==> src/rtl/free_release_queue_pkg.sv <==
// Shared constants and release-packet layout for the commit-side free release queue.
// Optional duplicate checking is enabled by FREE_RELEASE_DUP_CHECK_EN.
package free_release_queue_pkg;
  localparam int ReNameRegBUs = 7;
  localparam int RelDepth     = 16;
  localparam int RelPtrW      = $clog2(RelDepth);
  localparam int NWAY         = 4;

  typedef struct packed {
    logic                    able;
    logic [ReNameRegBUs-1:0] addr;
  } rel_t;
endpackage

==> src/rtl/free_release_queue_if.sv <==
// Commit-release and free-list drain signals.
// The slave side is the queue. The master side is the ROB together with the FreeList.
interface free_release_queue_if
  import free_release_queue_pkg::*;
#(
  parameter int PREGW = ReNameRegBUs
);
  logic             ReleaseReady;
  logic             InRel1Able, InRel2Able, InRel3Able, InRel4Able;
  logic [PREGW-1:0] InRel1Addr, InRel2Addr, InRel3Addr, InRel4Addr;
  logic             FreeAble1, FreeAble2, FreeAble3, FreeAble4;
  logic [PREGW-1:0] FreeAddr1, FreeAddr2, FreeAddr3, FreeAddr4;

  modport master (
    output InRel1Able, InRel2Able, InRel3Able, InRel4Able,
    output InRel1Addr, InRel2Addr, InRel3Addr, InRel4Addr,
    input  ReleaseReady,
    input  FreeAble1, FreeAble2, FreeAble3, FreeAble4,
    input  FreeAddr1, FreeAddr2, FreeAddr3, FreeAddr4
  );

  modport slave (
    input  InRel1Able, InRel2Able, InRel3Able, InRel4Able,
    input  InRel1Addr, InRel2Addr, InRel3Addr, InRel4Addr,
    output ReleaseReady,
    output FreeAble1, FreeAble2, FreeAble3, FreeAble4,
    output FreeAddr1, FreeAddr2, FreeAddr3, FreeAddr4
  );
endinterface

==> src/rtl/free_release_queue_compactor.sv <==
// Drops invalid ways and ways that release register 0.
// The survivors are packed in way order.
module release_compactor
  import free_release_queue_pkg::*;
#(
  parameter int PREGW = ReNameRegBUs
) (
  input  logic [NWAY-1:0]            able,
  input  logic [NWAY-1:0][PREGW-1:0] addr,
  output logic [NWAY-1:0][PREGW-1:0] paddr,
  output logic [2:0]                 nin
);
  always_comb begin
    paddr = '0;
    nin   = '0;
    for (int i = 0; i < NWAY; i++) begin
      if (able[i] && addr[i] != '0) begin
        paddr[nin[1:0]] = addr[i];
        nin             = nin + 3'd1;
      end
    end
  end
endmodule

==> src/rtl/free_release_queue.sv <==
// Circular buffer between ROB commit and the FreeList.
// It drains a contiguous prefix of up to 4 entries per cycle.
// With FREE_RELEASE_DUP_CHECK_EN, a queued-register bitmap rejects duplicate releases.
module free_release_queue
  import free_release_queue_pkg::*;
#(
  parameter int PREGW = ReNameRegBUs,
  parameter int DEPTH = RelDepth,
  parameter int PTRW  = RelPtrW
) (
  input  logic                 Clk,
  input  logic                 Rest,
  input  logic                 ReleaseStop,
  input  logic                 ReleaseFlash,
  free_release_queue_if.slave  rif,
  output logic [PTRW:0]        Occupancy
`ifdef FREE_RELEASE_DUP_CHECK_EN
  ,
  output logic                 DupError
`endif
);
  logic [NWAY-1:0]            in_able, keep;
  logic [NWAY-1:0][PREGW-1:0] in_addr, cpaddr;
  logic [2:0]                 nin, nin_eff, nout;
  logic                       ready, push, pop;
  logic [PTRW-1:0]            wr_ptr, rd_ptr;
  logic [PREGW-1:0]           mem [DEPTH];
  logic [NWAY-1:0]            out_able;
  logic [NWAY-1:0][PREGW-1:0] out_addr;

  assign in_able = {rif.InRel4Able, rif.InRel3Able, rif.InRel2Able, rif.InRel1Able};
  assign in_addr = {rif.InRel4Addr, rif.InRel3Addr, rif.InRel2Addr, rif.InRel1Addr};

  // Ready depends only on registered occupancy, so nothing from the ROB can loop back into it.
  assign ready            = Occupancy <= (PTRW+1)'(DEPTH - NWAY);
  assign rif.ReleaseReady = ready;
  assign push             = ready & ~ReleaseFlash;
  assign pop              = ~ReleaseStop & ~ReleaseFlash;
  assign nin_eff          = push ? nin : 3'd0;
  assign nout             = !pop ? 3'd0 :
                            (Occupancy >= (PTRW+1)'(NWAY)) ? 3'd4 : Occupancy[2:0];

`ifdef FREE_RELEASE_DUP_CHECK_EN
  logic [(1<<PREGW)-1:0] qmap;
  logic                  dup_seen;

  always_comb begin
    keep     = in_able;
    dup_seen = 1'b0;
    for (int i = 0; i < NWAY; i++) begin
      logic hit;
      hit = qmap[in_addr[i]];
      for (int j = 0; j < i; j++)
        if (in_able[j] && in_addr[j] == in_addr[i]) hit = 1'b1;
      if (in_able[i] && in_addr[i] != '0 && hit) begin
        keep[i]  = 1'b0;
        dup_seen = 1'b1;
      end
    end
  end

  // Clear bits on dequeue first, then set bits on enqueue. The duplicate filter keeps the two sets disjoint.
  always_ff @(posedge Clk) begin
    if (Rest || ReleaseFlash) begin
      qmap <= '0;
    end else begin
      for (int i = 0; i < NWAY; i++)
        if (3'(i) < nout) qmap[mem[rd_ptr + PTRW'(i)]] <= 1'b0;
      for (int i = 0; i < NWAY; i++)
        if (3'(i) < nin_eff) qmap[cpaddr[i]] <= 1'b1;
    end
  end

  always_ff @(posedge Clk) begin
    if (Rest)                  DupError <= 1'b0;
    else if (push && dup_seen) DupError <= 1'b1;
  end
`else
  assign keep = in_able;
`endif

  release_compactor #(.PREGW(PREGW)) u_cmp (
    .able  (keep),
    .addr  (in_addr),
    .paddr (cpaddr),
    .nin   (nin)
  );

  always_ff @(posedge Clk) begin
    for (int i = 0; i < NWAY; i++)
      if (3'(i) < nin_eff) mem[wr_ptr + PTRW'(i)] <= cpaddr[i];
  end

  always_ff @(posedge Clk) begin
    if (Rest || ReleaseFlash) begin
      Occupancy <= '0;
      wr_ptr    <= '0;
      rd_ptr    <= '0;
      out_able  <= '0;
      out_addr  <= '0;
    end else begin
      for (int i = 0; i < NWAY; i++) begin
        out_able[i] <= 3'(i) < nout;
        out_addr[i] <= (3'(i) < nout) ? mem[rd_ptr + PTRW'(i)] : '0;
      end
      wr_ptr    <= wr_ptr + PTRW'(nin_eff);
      rd_ptr    <= rd_ptr + PTRW'(nout);
      Occupancy <= Occupancy + (PTRW+1)'(nin_eff) - (PTRW+1)'(nout);
    end
  end

  assign rif.FreeAble1 = out_able[0];
  assign rif.FreeAble2 = out_able[1];
  assign rif.FreeAble3 = out_able[2];
  assign rif.FreeAble4 = out_able[3];
  assign rif.FreeAddr1 = out_addr[0];
  assign rif.FreeAddr2 = out_addr[1];
  assign rif.FreeAddr3 = out_addr[2];
  assign rif.FreeAddr4 = out_addr[3];
endmodule

==> src/flat_wrapper.sv <==
// flat-port wrapper written by rule: the top's interface ports become plain ports
module free_release_queue_flat import free_release_queue_pkg::*;
#(
  parameter int PREGW = ReNameRegBUs,
  parameter int DEPTH = RelDepth,
  parameter int PTRW  = RelPtrW
)
  (Clk, Rest, ReleaseStop, ReleaseFlash, Occupancy, rif_InRel1Able, rif_InRel2Able, rif_InRel3Able, rif_InRel4Able, rif_InRel1Addr, rif_InRel2Addr, rif_InRel3Addr, rif_InRel4Addr, rif_ReleaseReady, rif_FreeAble1, rif_FreeAble2, rif_FreeAble3, rif_FreeAble4, rif_FreeAddr1, rif_FreeAddr2, rif_FreeAddr3, rif_FreeAddr4);
  free_release_queue_if #(.PREGW(PREGW)) rif_i ();
  input  logic Clk;
  input  logic Rest;
  input  logic ReleaseStop;
  input  logic ReleaseFlash;
  output logic [PTRW:0] Occupancy;
  input wire logic [$bits(rif_i.InRel1Able)-1:0] rif_InRel1Able;
  input wire logic [$bits(rif_i.InRel2Able)-1:0] rif_InRel2Able;
  input wire logic [$bits(rif_i.InRel3Able)-1:0] rif_InRel3Able;
  input wire logic [$bits(rif_i.InRel4Able)-1:0] rif_InRel4Able;
  input wire logic [$bits(rif_i.InRel1Addr)-1:0] rif_InRel1Addr;
  input wire logic [$bits(rif_i.InRel2Addr)-1:0] rif_InRel2Addr;
  input wire logic [$bits(rif_i.InRel3Addr)-1:0] rif_InRel3Addr;
  input wire logic [$bits(rif_i.InRel4Addr)-1:0] rif_InRel4Addr;
  output wire logic [$bits(rif_i.ReleaseReady)-1:0] rif_ReleaseReady;
  output wire logic [$bits(rif_i.FreeAble1)-1:0] rif_FreeAble1;
  output wire logic [$bits(rif_i.FreeAble2)-1:0] rif_FreeAble2;
  output wire logic [$bits(rif_i.FreeAble3)-1:0] rif_FreeAble3;
  output wire logic [$bits(rif_i.FreeAble4)-1:0] rif_FreeAble4;
  output wire logic [$bits(rif_i.FreeAddr1)-1:0] rif_FreeAddr1;
  output wire logic [$bits(rif_i.FreeAddr2)-1:0] rif_FreeAddr2;
  output wire logic [$bits(rif_i.FreeAddr3)-1:0] rif_FreeAddr3;
  output wire logic [$bits(rif_i.FreeAddr4)-1:0] rif_FreeAddr4;
  assign rif_i.InRel1Able = rif_InRel1Able;
  assign rif_i.InRel2Able = rif_InRel2Able;
  assign rif_i.InRel3Able = rif_InRel3Able;
  assign rif_i.InRel4Able = rif_InRel4Able;
  assign rif_i.InRel1Addr = rif_InRel1Addr;
  assign rif_i.InRel2Addr = rif_InRel2Addr;
  assign rif_i.InRel3Addr = rif_InRel3Addr;
  assign rif_i.InRel4Addr = rif_InRel4Addr;
  assign rif_ReleaseReady = rif_i.ReleaseReady;
  assign rif_FreeAble1 = rif_i.FreeAble1;
  assign rif_FreeAble2 = rif_i.FreeAble2;
  assign rif_FreeAble3 = rif_i.FreeAble3;
  assign rif_FreeAble4 = rif_i.FreeAble4;
  assign rif_FreeAddr1 = rif_i.FreeAddr1;
  assign rif_FreeAddr2 = rif_i.FreeAddr2;
  assign rif_FreeAddr3 = rif_i.FreeAddr3;
  assign rif_FreeAddr4 = rif_i.FreeAddr4;
  free_release_queue #(.PREGW(PREGW), .DEPTH(DEPTH), .PTRW(PTRW)) u_core (.Clk(Clk), .Rest(Rest), .ReleaseStop(ReleaseStop), .ReleaseFlash(ReleaseFlash), .rif(rif_i), .Occupancy(Occupancy));
endmodule
==> config.mk <==
export PLATFORM = sky130hd
export DESIGN_NAME = free_release_queue_flat
export DESIGN_NICKNAME = d
export VERILOG_FILES = /design/src/rtl/free_release_queue_pkg.sv /design/src/rtl/free_release_queue_if.sv /design/src/rtl/free_release_queue_compactor.sv /design/src/rtl/free_release_queue.sv /design/src/flat_wrapper.sv
export SDC_FILE = /design/constraint.sdc
export NUM_CORES = 1
export LEC_CHECK = 0
export CORE_ASPECT_RATIO = 2
export CORE_UTILIZATION = 50
export CTS_BUF_LIST = sky130_fd_sc_hd__clkbuf_16
export CTS_CLUSTER_DIAMETER = 50
export DETAILED_ROUTE_END_ITERATION = 12
export GPL_TIMING_DRIVEN = 0
export MAX_ROUTING_LAYER = met4
export PLACE_DENSITY = 0.81
export SYNTH_ARGS = -nofsm -noshare
export SYNTH_HDL_FRONTEND = slang
export SYNTH_SLANG_ARGS = --single-unit
==> constraint.sdc <==
create_clock -name Clk -period 8.9 [get_ports Clk]
set_input_delay 1.78 -clock Clk [delete_from_list [all_inputs] [get_ports Clk]]
set_output_delay 1.78 -clock Clk [all_outputs]
set_load 0.03 [all_outputs]
==> impl_metrics.py, run 1 <==
metrics = {
    "outcome": {
        "status": "stopped before the end",
        "outcome.stop_stage": "global routing",
        "flow.first_error": "[ERROR GRT-0116] Global routing finished with congestion. Check the congestion regions in the DRC Viewer.",
    },
    "logic_synthesis": {
        "ys_seq_elements": 157,
        "postSynthCellCount": 1212,
        "synth_largest_type_area_fraction_pct": 25.71,
        "synth_sequential_area_ratio_pct": 32.60,
        "postSynth.asyncResetShare_pct": 0,
        "netlist_top_cells_area": "sky130_fd_sc_hd__edfxtp_1 26%, sky130_fd_sc_hd__mux4_2 22%, sky130_fd_sc_hd__mux2i_1 7.3%, sky130_fd_sc_hd__dfxtp_1 6.9%, sky130_fd_sc_hd__a22oi_1 4.4%",
        "synth_cell_type_count": 67,
        "synth_edf_count": 112,
        "syn_avg_cell_area_um2": 10.79,
        "synth_nets": 1276,
        "post-synth-top-count-cell": "sky130_fd_sc_hd__mux4_2",
        "synth_commonest_cells": "126 x sky130_fd_sc_hd__mux4_2, 112 x sky130_fd_sc_hd__edfxtp_1, 96 x sky130_fd_sc_hd__mux2i_1, 89 x sky130_fd_sc_hd__nand2_1, 77 x sky130_fd_sc_hd__a22oi_1",
        "synth-warning-count": 0,
        "synth_flop_cell": "sky130_fd_sc_hd__edfxtp_1",
        "synthesis.area_mm2": 0.01308,
        "synth_top_cell_by_area": "sky130_fd_sc_hd__edfxtp_1",
    },
    "cts": {
        "clkSinkCount": 157,
        "postCtsSetupRepairBufs": 0,
        "cts_hold_repair.buffers": 0,
        "cts.path.max_buffers": 2,
        "clock_tree.htree_level_count": 4,
        "numCtsBuffers": 17,
        "cts.root.buffer_cell": "sky130_fd_sc_hd__clkbuf_16",
        "cts_repair_resize_count": 0,
    },
    "placed_design": {
        "placed_cells_incl_taps": 1624,
        "placement_setup_slack_ns": 0.5115,
        "placement.cell_area_mm2": 0.01423,
        "place_hpwl_um": 51600,
        "place.gp.congestion": 1.194,
        "portBuffers": 72,
    },
    "grt": {
        "grt_max_degree": 17,
        "globalRouteTotalUtil_pct": 58.37,
        "first_global_vias": 13560,
        "global_route_wire_length_before_repair_um": 104700,
        "global_route.overflow_total": 31,
    },
    "floorplanning": {
        "die_width_um": 116.4,
        "std_cell_rows": 83,
        "starting_density_of_the_core_pct": 50.99,
        "io-pin-count": 74,
        "fp.dieH_um": 230.7,
    },
}
[metrics by stage]
| stage | utilization, % | hold WS, ns |
|---|---|---|
| detailed placement | 55.46 | 0.6297 |
| CTS | 57.51 | 0.6468 |
| floorplan | - | 0.5591 |
| global placement | 55.46 | 0.6043 |
[logic make-up after synthesis]
group / count (synthesis) / synth area share [%]
flops: 157 / 32.60
mux: 230 / 29.76
fa+ha+maj: 28 / 2.965
xor+xnor: 16 / 1.071
simple gates: 308 / 11.82
compound gates: 339 / 17.70
buf+inv: 134 / 4.085
[layer usage]
layer	GRT overflow	track usage, %
met1	0	58.76
met5	-	-
met2	18	83.04
met3	0	22.53
met4	13	58.69
==> run 2, diff against run 1 <==
--- a/config.mk
+++ b/config.mk
@@ -5,14 +5,10 @@
 export SDC_FILE = /design/constraint.sdc
 export NUM_CORES = 1
 export LEC_CHECK = 0
-export CORE_ASPECT_RATIO = 2
-export CORE_UTILIZATION = 50
-export CTS_BUF_LIST = sky130_fd_sc_hd__clkbuf_16
-export CTS_CLUSTER_DIAMETER = 50
+export CORE_UTILIZATION = 35
 export DETAILED_ROUTE_END_ITERATION = 12
 export GPL_TIMING_DRIVEN = 0
-export MAX_ROUTING_LAYER = met4
-export PLACE_DENSITY = 0.81
+export PLACE_DENSITY_LB_ADDON = 0.15
 export SYNTH_ARGS = -nofsm -noshare
 export SYNTH_HDL_FRONTEND = slang
 export SYNTH_SLANG_ARGS = --single-unit
==> run 2 against run 1 <==
  * Area after synthesis unchanged
  * Synthesized cell count is the same
  * The flow now finishes, with violations (max-capacitance violations, max-slew violations)
==> impl_metrics.py, run 2 <==
metrics = {
    "outcome": {
        "status": "finished with violations",
        "violated_checks": "max-capacitance violations, max-slew violations",
    },
    "logic_synthesis": {
        "synth_cell_type_count": 67,
        "ys_seq_elements": 157,
        "post-synth-top-count-cell": "sky130_fd_sc_hd__mux4_2",
        "synth_top_cell_by_area": "sky130_fd_sc_hd__edfxtp_1",
        "syn_avg_cell_area_um2": 10.79,
        "synth_commonest_cells": "126 x sky130_fd_sc_hd__mux4_2, 112 x sky130_fd_sc_hd__edfxtp_1, 96 x sky130_fd_sc_hd__mux2i_1, 89 x sky130_fd_sc_hd__nand2_1, 77 x sky130_fd_sc_hd__a22oi_1",
        "synth_flop_cell": "sky130_fd_sc_hd__edfxtp_1",
        "synth_edf_count": 112,
        "synth_largest_type_area_fraction_pct": 25.71,
        "synth_sequential_area_ratio_pct": 32.60,
        "synthesis.area_mm2": 0.01308,
        "postSynth.asyncResetShare_pct": 0,
        "synth_nets": 1276,
        "netlist_top_cells_area": "sky130_fd_sc_hd__edfxtp_1 26%, sky130_fd_sc_hd__mux4_2 22%, sky130_fd_sc_hd__mux2i_1 7.3%, sky130_fd_sc_hd__dfxtp_1 6.9%, sky130_fd_sc_hd__a22oi_1 4.4%",
        "synth-warning-count": 0,
        "postSynthCellCount": 1212,
    },
    "detailed_routing": {
        "vias": 12120,
        "detailed_route_wl_um": 60430,
        "wire_per_inst_um": 33.83,
        "drtAntennaViolNets": 0,
        "drt_first_iter_violations": 2029,
        "detail_route.vias_per_cell": 6.788,
        "detail_route.first_pass.iterations": 6,
        "drc_errors": 0,
    },
    "critical_path": {
        "critical-path-slowest-cell": "sky130_fd_sc_hd__nor3_1",
        "worstPathArrival_ns": 7.47,
        "slowest_delay_ns": 1.11,
        "worstReg2RegEnd": "u_core.rif.FreeAddr2[1]",
        "crit-reg2reg-launch": "u_core.rd_ptr[0]",
        "critical_path.startpoint_type": "input port",
        "maximum_fanout_along_the_worst_path": 9,
        "worstPathCellList": "clkdlybuf4s50_1, or4_1, o41ai_2, inv_1, ha_1, or4b_1, mux2i_1, or2_2, inv_1, ha_1, nor4_2, o21ai_1, nor3_1, or2_1, clkbuf_1, o311ai_1",
        "worstPathRequired_ns": 9.04,
        "ff2ff_path_depth": 11,
        "reg2reg_setup_slack_ns": 3.47,
        "setup.worst_path.class": "in2reg",
        "critical-path-top-delay-family": "simple AND/OR/NAND/NOR gates",
        "critical_path.endpoint_type": "flop",
        "path_buf_inv": 4,
    },
    "finish": {
        "post_route_cells_drive_above_1_share_pct": 15.72,
        "area_delta_synth_final_pct": 14.62,
        "largest_register_ffs": 112,
        "postLayoutCellArea_mm2": 0.01499,
        "most-common-layout-cells": "126 x sky130_fd_sc_hd__mux4_2, 112 x sky130_fd_sc_hd__edfxtp_1, 96 x sky130_fd_sc_hd__mux2i_1",
        "largest-register": "u_core.mem",
        "fillerInstances": 3587,
        "design.final.nets": 1368,
        "layout.cells.most_common": "sky130_fd_sc_hd__mux4_2",
    },
    "floorplanning": {
        "die_width_um": 195.3,
        "io-pin-count": 74,
        "std_cell_rows": 70,
        "starting_density_of_the_core_pct": 35.64,
        "core_mm2": 0.03670,
        "fp.dieH_um": 195.3,
        "die_area_mm2": 0.03815,
    },
    "placed_design": {
        "place_hpwl_um": 47120,
        "portBuffers": 72,
        "placement.cell_area_mm2": 0.01439,
        "place.gp.congestion": 1.022,
    },
    "grt": {
        "global_route.overflow_total": 0,
        "globalRouteTotalUtil_pct": 32.02,
        "grt_antenna_before_repair": 0,
        "use_met1_pct": 42.19,
        "first_global_vias": 11480,
        "global_route_wire_length_before_repair_um": 85770,
        "global_route_met2_usage_pct": 48.80,
        "grt_busiest_layer": "met2",
        "grt_use_met3_pct": 6.183,
        "grt_max_degree": 17,
    },
    "flow_run": {
        "drv.max_cap_violation_count": 1,
    },
    "power_and_ir_drop": {
        "powerDensity_mw_per_mm2": 161.8,
        "static-leakage-power_uw": 0.004806,
        "power.ir.vdd_worst_mv": 0.1309,
        "power.total_uw": 2426,
    },
    "sta": {
        "worst_clock_skew_ns": 0.01799,
        "timing_max_transition_violations_final": 8,
        "fmax_mhz": 136.4,
        "worst_slew_pin_slew_ns": 1.552,
        "grt_setup_unrepaired": "no",
        "final_period_minus_worst_setup_slack_ns": 7.333,
        "report.final.hold_viol_count": 0,
        "max_slew_margin_pct": -3.481,
        "period_share_pct": 82.40,
        "setup_viol": 0,
        "finalSetupTns_ns": 0,
    },
    "cts": {
        "clock_tree.htree_level_count": 4,
        "clock_insertion_delay_at_the_later_pin_of_the_skew_report_ns": 0.46,
        "numCtsBuffers": 17,
        "cts_hold_repair.buffers": 0,
        "cts.root.buffer_cell": "sky130_fd_sc_hd__clkbuf_16",
        "cts.path.max_buffers": 2,
        "cts_tree": "yes",
        "postCtsSetupRepairBufs": 0,
        "clkSinkCount": 157,
        "path_clk_slew_ns": 0.07,
        "cts_repair_resize_count": 0,
    },
    "worst_hold_path": {
        "worst_hold_path_type": "reg2reg",
        "hold_depth": 2,
        "worst_hold_startpoint": "u_core.wr_ptr[0]",
        "min_delay_worst_endpoint": "u_core.wr_ptr[0]",
    },
}
-- run 2: cell counts after synthesis --
Identical to the previous run, type by type.
-- run 2: logic make-up after synthesis --
logic type,after synthesis,share of synthesized area [%]
multiplexers,230,29.76
AND/OR/NAND/NOR,308,11.82
XOR/XNOR,16,1.071
flip-flops,157,32.60
AO/OA/AOI/OAI,339,17.70
buffers and inverters,134,4.085
adder cells (fa/ha/maj),28,2.965
-- run 2: worst max-delay path by stage --
| stage | start | to | slack [ns] | cells after the start |
|---|---|---|---|---|
| global route | rif_InRel2Addr[0] | u_core.mem[8][4] | 1.28 | 16 |
| CTS | rif_InRel2Addr[0] | u_core.mem[12][0] | 1.61 | 17 |
| floorplan | rif_InRel2Addr[0] | u_core.mem[6][0] | 2.52 | 16 |
| detailed placement | rif_InRel2Addr[0] | u_core.mem[12][5] | 1.13 | 17 |
| global placement | rif_InRel2Addr[0] | u_core.mem[12][2] | 1.11 | 17 |
| finish | rif_InRel2Addr[0] | u_core.mem[8][4] | 1.57 | 16 |
-- run 2: worst min-delay path: cells and delay by family, from the launching register on --
family / cells / cell delay, ns
simple gates: 1 / 0.10
flops: 1 / 0.41
fa+ha+maj: 1 / 0.15
-- run 2: per-stage QoR --
stage / worst slack (ns) / cells / hold WS (ns) / utilization [%]
finish: 1.567 / 1786 / 0.6909 / 40.85
global route: 1.280 / 1785 / 0.7245 / 40.85
CTS: 1.606 / 1784 / 0.6883 / 40.80
global placement: 1.112 / 1752 / 0.6568 / 39.20
floorplan: 2.520 / 1212 / 0.5591 / -
detailed placement: 1.131 / 1752 / 0.6625 / 39.20
-- run 2: layer usage --
layer / up-vias / part of all wire, %
li1: 5048 / -
met1: 5953 / 40
met2: 925 / 44
met3: 197 / 9.4
met4: 0 / 6.8
met5: - / 0
-- run 2: power breakdown --
group          internal [uW]  total (uW)  switching [uW]
registers                855         911            55.7
clock network            420         750             330
logic                    274         765             490
total                   1550        2430             876
-- run 2: area by class of cell --
class                   instances  area (um^2)  share of cell area (%)
repair buffers                 73        732.0                   4.882
well taps                     468        585.6                   3.906
plain buffers                  98        399.1                   2.662
multi-input cells             921         8285                   55.27
inverters                      36        135.1                  0.9014
clock buffers                  19        432.9                   2.888
diodes                          1        2.502                 0.01669
clock inverters                13        155.1                   1.035
flip-flops and latches        157         4264                   28.44
Note: power is estimated with default switching activity, not from simulation.
==> run 3, diff against run 2 <==
==> constraint.sdc (replaced) <==
create_clock -name Clk -period 6.4 [get_ports Clk]
set_input_delay 1.28 -clock Clk [delete_from_list [all_inputs] [get_ports Clk]]
set_output_delay 1.28 -clock Clk [all_outputs]
set_load 0.03 [all_outputs]
==> run 3 against run 2 <==
  * The run now ends clean
  * Wire length up 0.87%
  * Combinational power up 42%
  * Largest power group unchanged
  * Total power up 40%
  * Sequential share of layout area down 0.43 points
  * Worst hold slack better by 0.00084 ns
==> impl_metrics.py, run 3 (synthesis results as in run 2) <==
metrics = {
    "power_and_ir_drop": {
        "internal_power_uw": 2165,
        "power.switching_uw": 1234,
        "power.ir.vdd_worst_mv": 0.1830,
        "power.total_uw": 3400,
        "netSwitchingFraction_pct": 36.31,
        "static-leakage-power_uw": 0.004911,
        "comb_power_share_pct": 32.0,
        "powerDensity_mw_per_mm2": 223.3,
        "power_frac_seq_pct": 37.3,
        "clock_power_share_pct": 30.7,
    },
    "placed_design": {
        "place.gp.congestion": 1.022,
        "portBuffers": 72,
        "placement_setup_slack_ns": -0.8687,
        "place_hpwl_um": 47120,
    },
    "sta": {
        "report.final.hold_viol_count": 0,
        "worst_clock_skew_ns": 0.01506,
        "fmax_mhz": 160.0,
        "timing_max_transition_violations_final": 0,
        "final_critical_path_setup_slack_ns": 0.1502,
        "final_period_minus_worst_setup_slack_ns": 6.250,
        "max_slew_margin_pct": 12.36,
        "setup_viol": 0,
        "period_share_pct": 97.65,
        "worst_slew_pin_slew_ns": 1.305,
        "grt_setup_unrepaired": "yes",
    },
    "detailed_routing": {
        "drt_first_iter_violations": 1983,
        "detail_route.first_pass.iterations": 9,
        "drtAntennaViolNets": 0,
        "vias": 12170,
        "detailed_route_wl_um": 60960,
        "detail_route.vias_per_cell": 6.786,
        "wire_per_inst_um": 34.00,
        "drc_errors": 0,
    },
    "grt": {
        "global_route.overflow_total": 0,
        "globalRouteTotalUtil_pct": 32.06,
        "global_route_wire_length_before_repair_um": 85910,
        "first_global_vias": 11550,
        "grt_antenna_before_repair": 1,
        "grt_max_degree": 17,
    },
    "critical_path": {
        "critical_path.endpoint_type": "flop",
        "reg2reg_setup_slack_ns": 0.93,
        "maximum_fanout_along_the_worst_path": 10,
        "worstPathRequired_ns": 6.63,
        "critical_path.startpoint_type": "input port",
        "setup.worst_path.class": "in2reg",
        "worstPathArrival_ns": 6.48,
    },
    "floorplanning": {
        "core_mm2": 0.03670,
        "io-pin-count": 74,
        "die_width_um": 195.3,
        "fp.dieH_um": 195.3,
        "starting_density_of_the_core_pct": 35.64,
        "std_cell_rows": 70,
        "die_area_mm2": 0.03815,
    },
    "finish": {
        "design.final.nets": 1375,
        "layout.cells.most_common": "sky130_fd_sc_hd__mux4_2",
        "post_route_cells_drive_above_1_share_pct": 17.67,
        "area_delta_synth_final_pct": 16.40,
        "most-common-layout-cells": "126 x sky130_fd_sc_hd__mux4_2, 112 x sky130_fd_sc_hd__edfxtp_1, 95 x sky130_fd_sc_hd__mux2i_1",
        "largest_register_ffs": 112,
        "largest-register": "u_core.mem",
    },
    "cts": {
        "path_clk_slew_ns": 0.07,
        "cts_tree": "yes",
        "cts.root.buffer_cell": "sky130_fd_sc_hd__clkbuf_16",
        "clock_insertion_delay_at_the_later_pin_of_the_skew_report_ns": 0.46,
        "cts.path.max_buffers": 2,
        "numCtsBuffers": 17,
        "cts_hold_repair.buffers": 0,
        "clock_tree.htree_level_count": 4,
        "clkSinkCount": 157,
    },
    "outcome": {
        "status": "finished clean",
    },
    "worst_hold_path": {
        "worst_hold_path_type": "reg2reg",
    },
    "flow_run": {
        "drv.max_cap_violation_count": 0,
    },
}
[run 3: changes by cell type in the layout (fill, tap and decap cells not counted), sizes merged]
cell | before | now
buf | 33 | 40
[run 3: worst paths after layout]
check                    startpoint                      end  cells after the start
setup / recovery  rif_InRel2Addr[0]         u_core.mem[7][1]                     15
hold / removal     u_core.wr_ptr[0]         u_core.wr_ptr[0]                      2
setup reg to reg   u_core.rd_ptr[0]  u_core.rif.FreeAddr2[1]                     11
hold reg to reg    u_core.wr_ptr[0]         u_core.wr_ptr[0]                      2
[run 3: what timing repair did]
item                                    in CTS  in global routing
setup buffers                                6                  2
endpoints found under the setup margin     162                193
resized for setup                           13                 27
pin swaps                                    2                  0
gates cloned                                 0                  1
endpoints found under the hold margin        0                  0
[run 3: worst max-delay path: stages]
cell,delay (ns)
sky130_fd_sc_hd__clkdlybuf4s50_1,0.47
sky130_fd_sc_hd__or4_1,0.59
sky130_fd_sc_hd__o41ai_4,0.35
sky130_fd_sc_hd__inv_1,0.09
sky130_fd_sc_hd__ha_2,0.41
sky130_fd_sc_hd__or4b_1,0.50
sky130_fd_sc_hd__mux2i_4,0.19
sky130_fd_sc_hd__or2_2,0.17
sky130_fd_sc_hd__ha_1,0.14
sky130_fd_sc_hd__nand2_1,0.13
sky130_fd_sc_hd__clkbuf_2,0.28
sky130_fd_sc_hd__a21oi_1,0.96
sky130_fd_sc_hd__buf_2,0.44
sky130_fd_sc_hd__mux2i_1,0.11
sky130_fd_sc_hd__o21ai_0,0.37
[run 3: routing by layer]
| layer | track usage [%] | share of wire [%] |
|---|---|---|
| met1 | 42.50 | 40 |
| met2 | 48.72 | 44 |
| met3 | 5.803 | 9.4 |
| met4 | 19.60 | 6.8 |
| met5 | 0 | 0 |
[run 3: power by group through the flow]
stage	clock, uW	sequential (uW)	combinational [uW]
2_1_floorplan	0	1300	585
3_3_place_gp	0	1280	1030
3_5_place_dp	0	1290	1030
4_1_cts	1060	1260	1040
5_1_grt	1090	1270	1140
6_report	1040	1270	1090
[run 3: cell type report]
class / instances / area (um^2)
Clock buffer: 19 / 432.9
Sequential cell: 157 / 4264
Tap cell: 468 / 585.6
Clock inverter: 13 / 155.1
Multi-Input combinational cell: 921 / 8434
Buffer: 97 / 404.1
Antenna cell: 1 / 2.502
Inverter: 36 / 135.1
Timing Repair Buffer: 81 / 810.8
Fill cell: 3585 / 21470
[run 3: metrics by stage]
step           util (%)  std cells  cell area (um^2)  TNS, ns  hold WS (ns)
6_report          41.49       1793             15220        0        0.6917
5_1_grt           41.48       1792             15220  -0.1286        0.7245
4_1_cts           41.17       1790             15110  -0.8791        0.6883
3_5_place_dp      39.20       1752             14390  -126.62        0.6625
3_3_place_gp      39.20       1752             14390  -123.29        0.6568
2_1_floorplan         -       1212             13080        0        0.5591
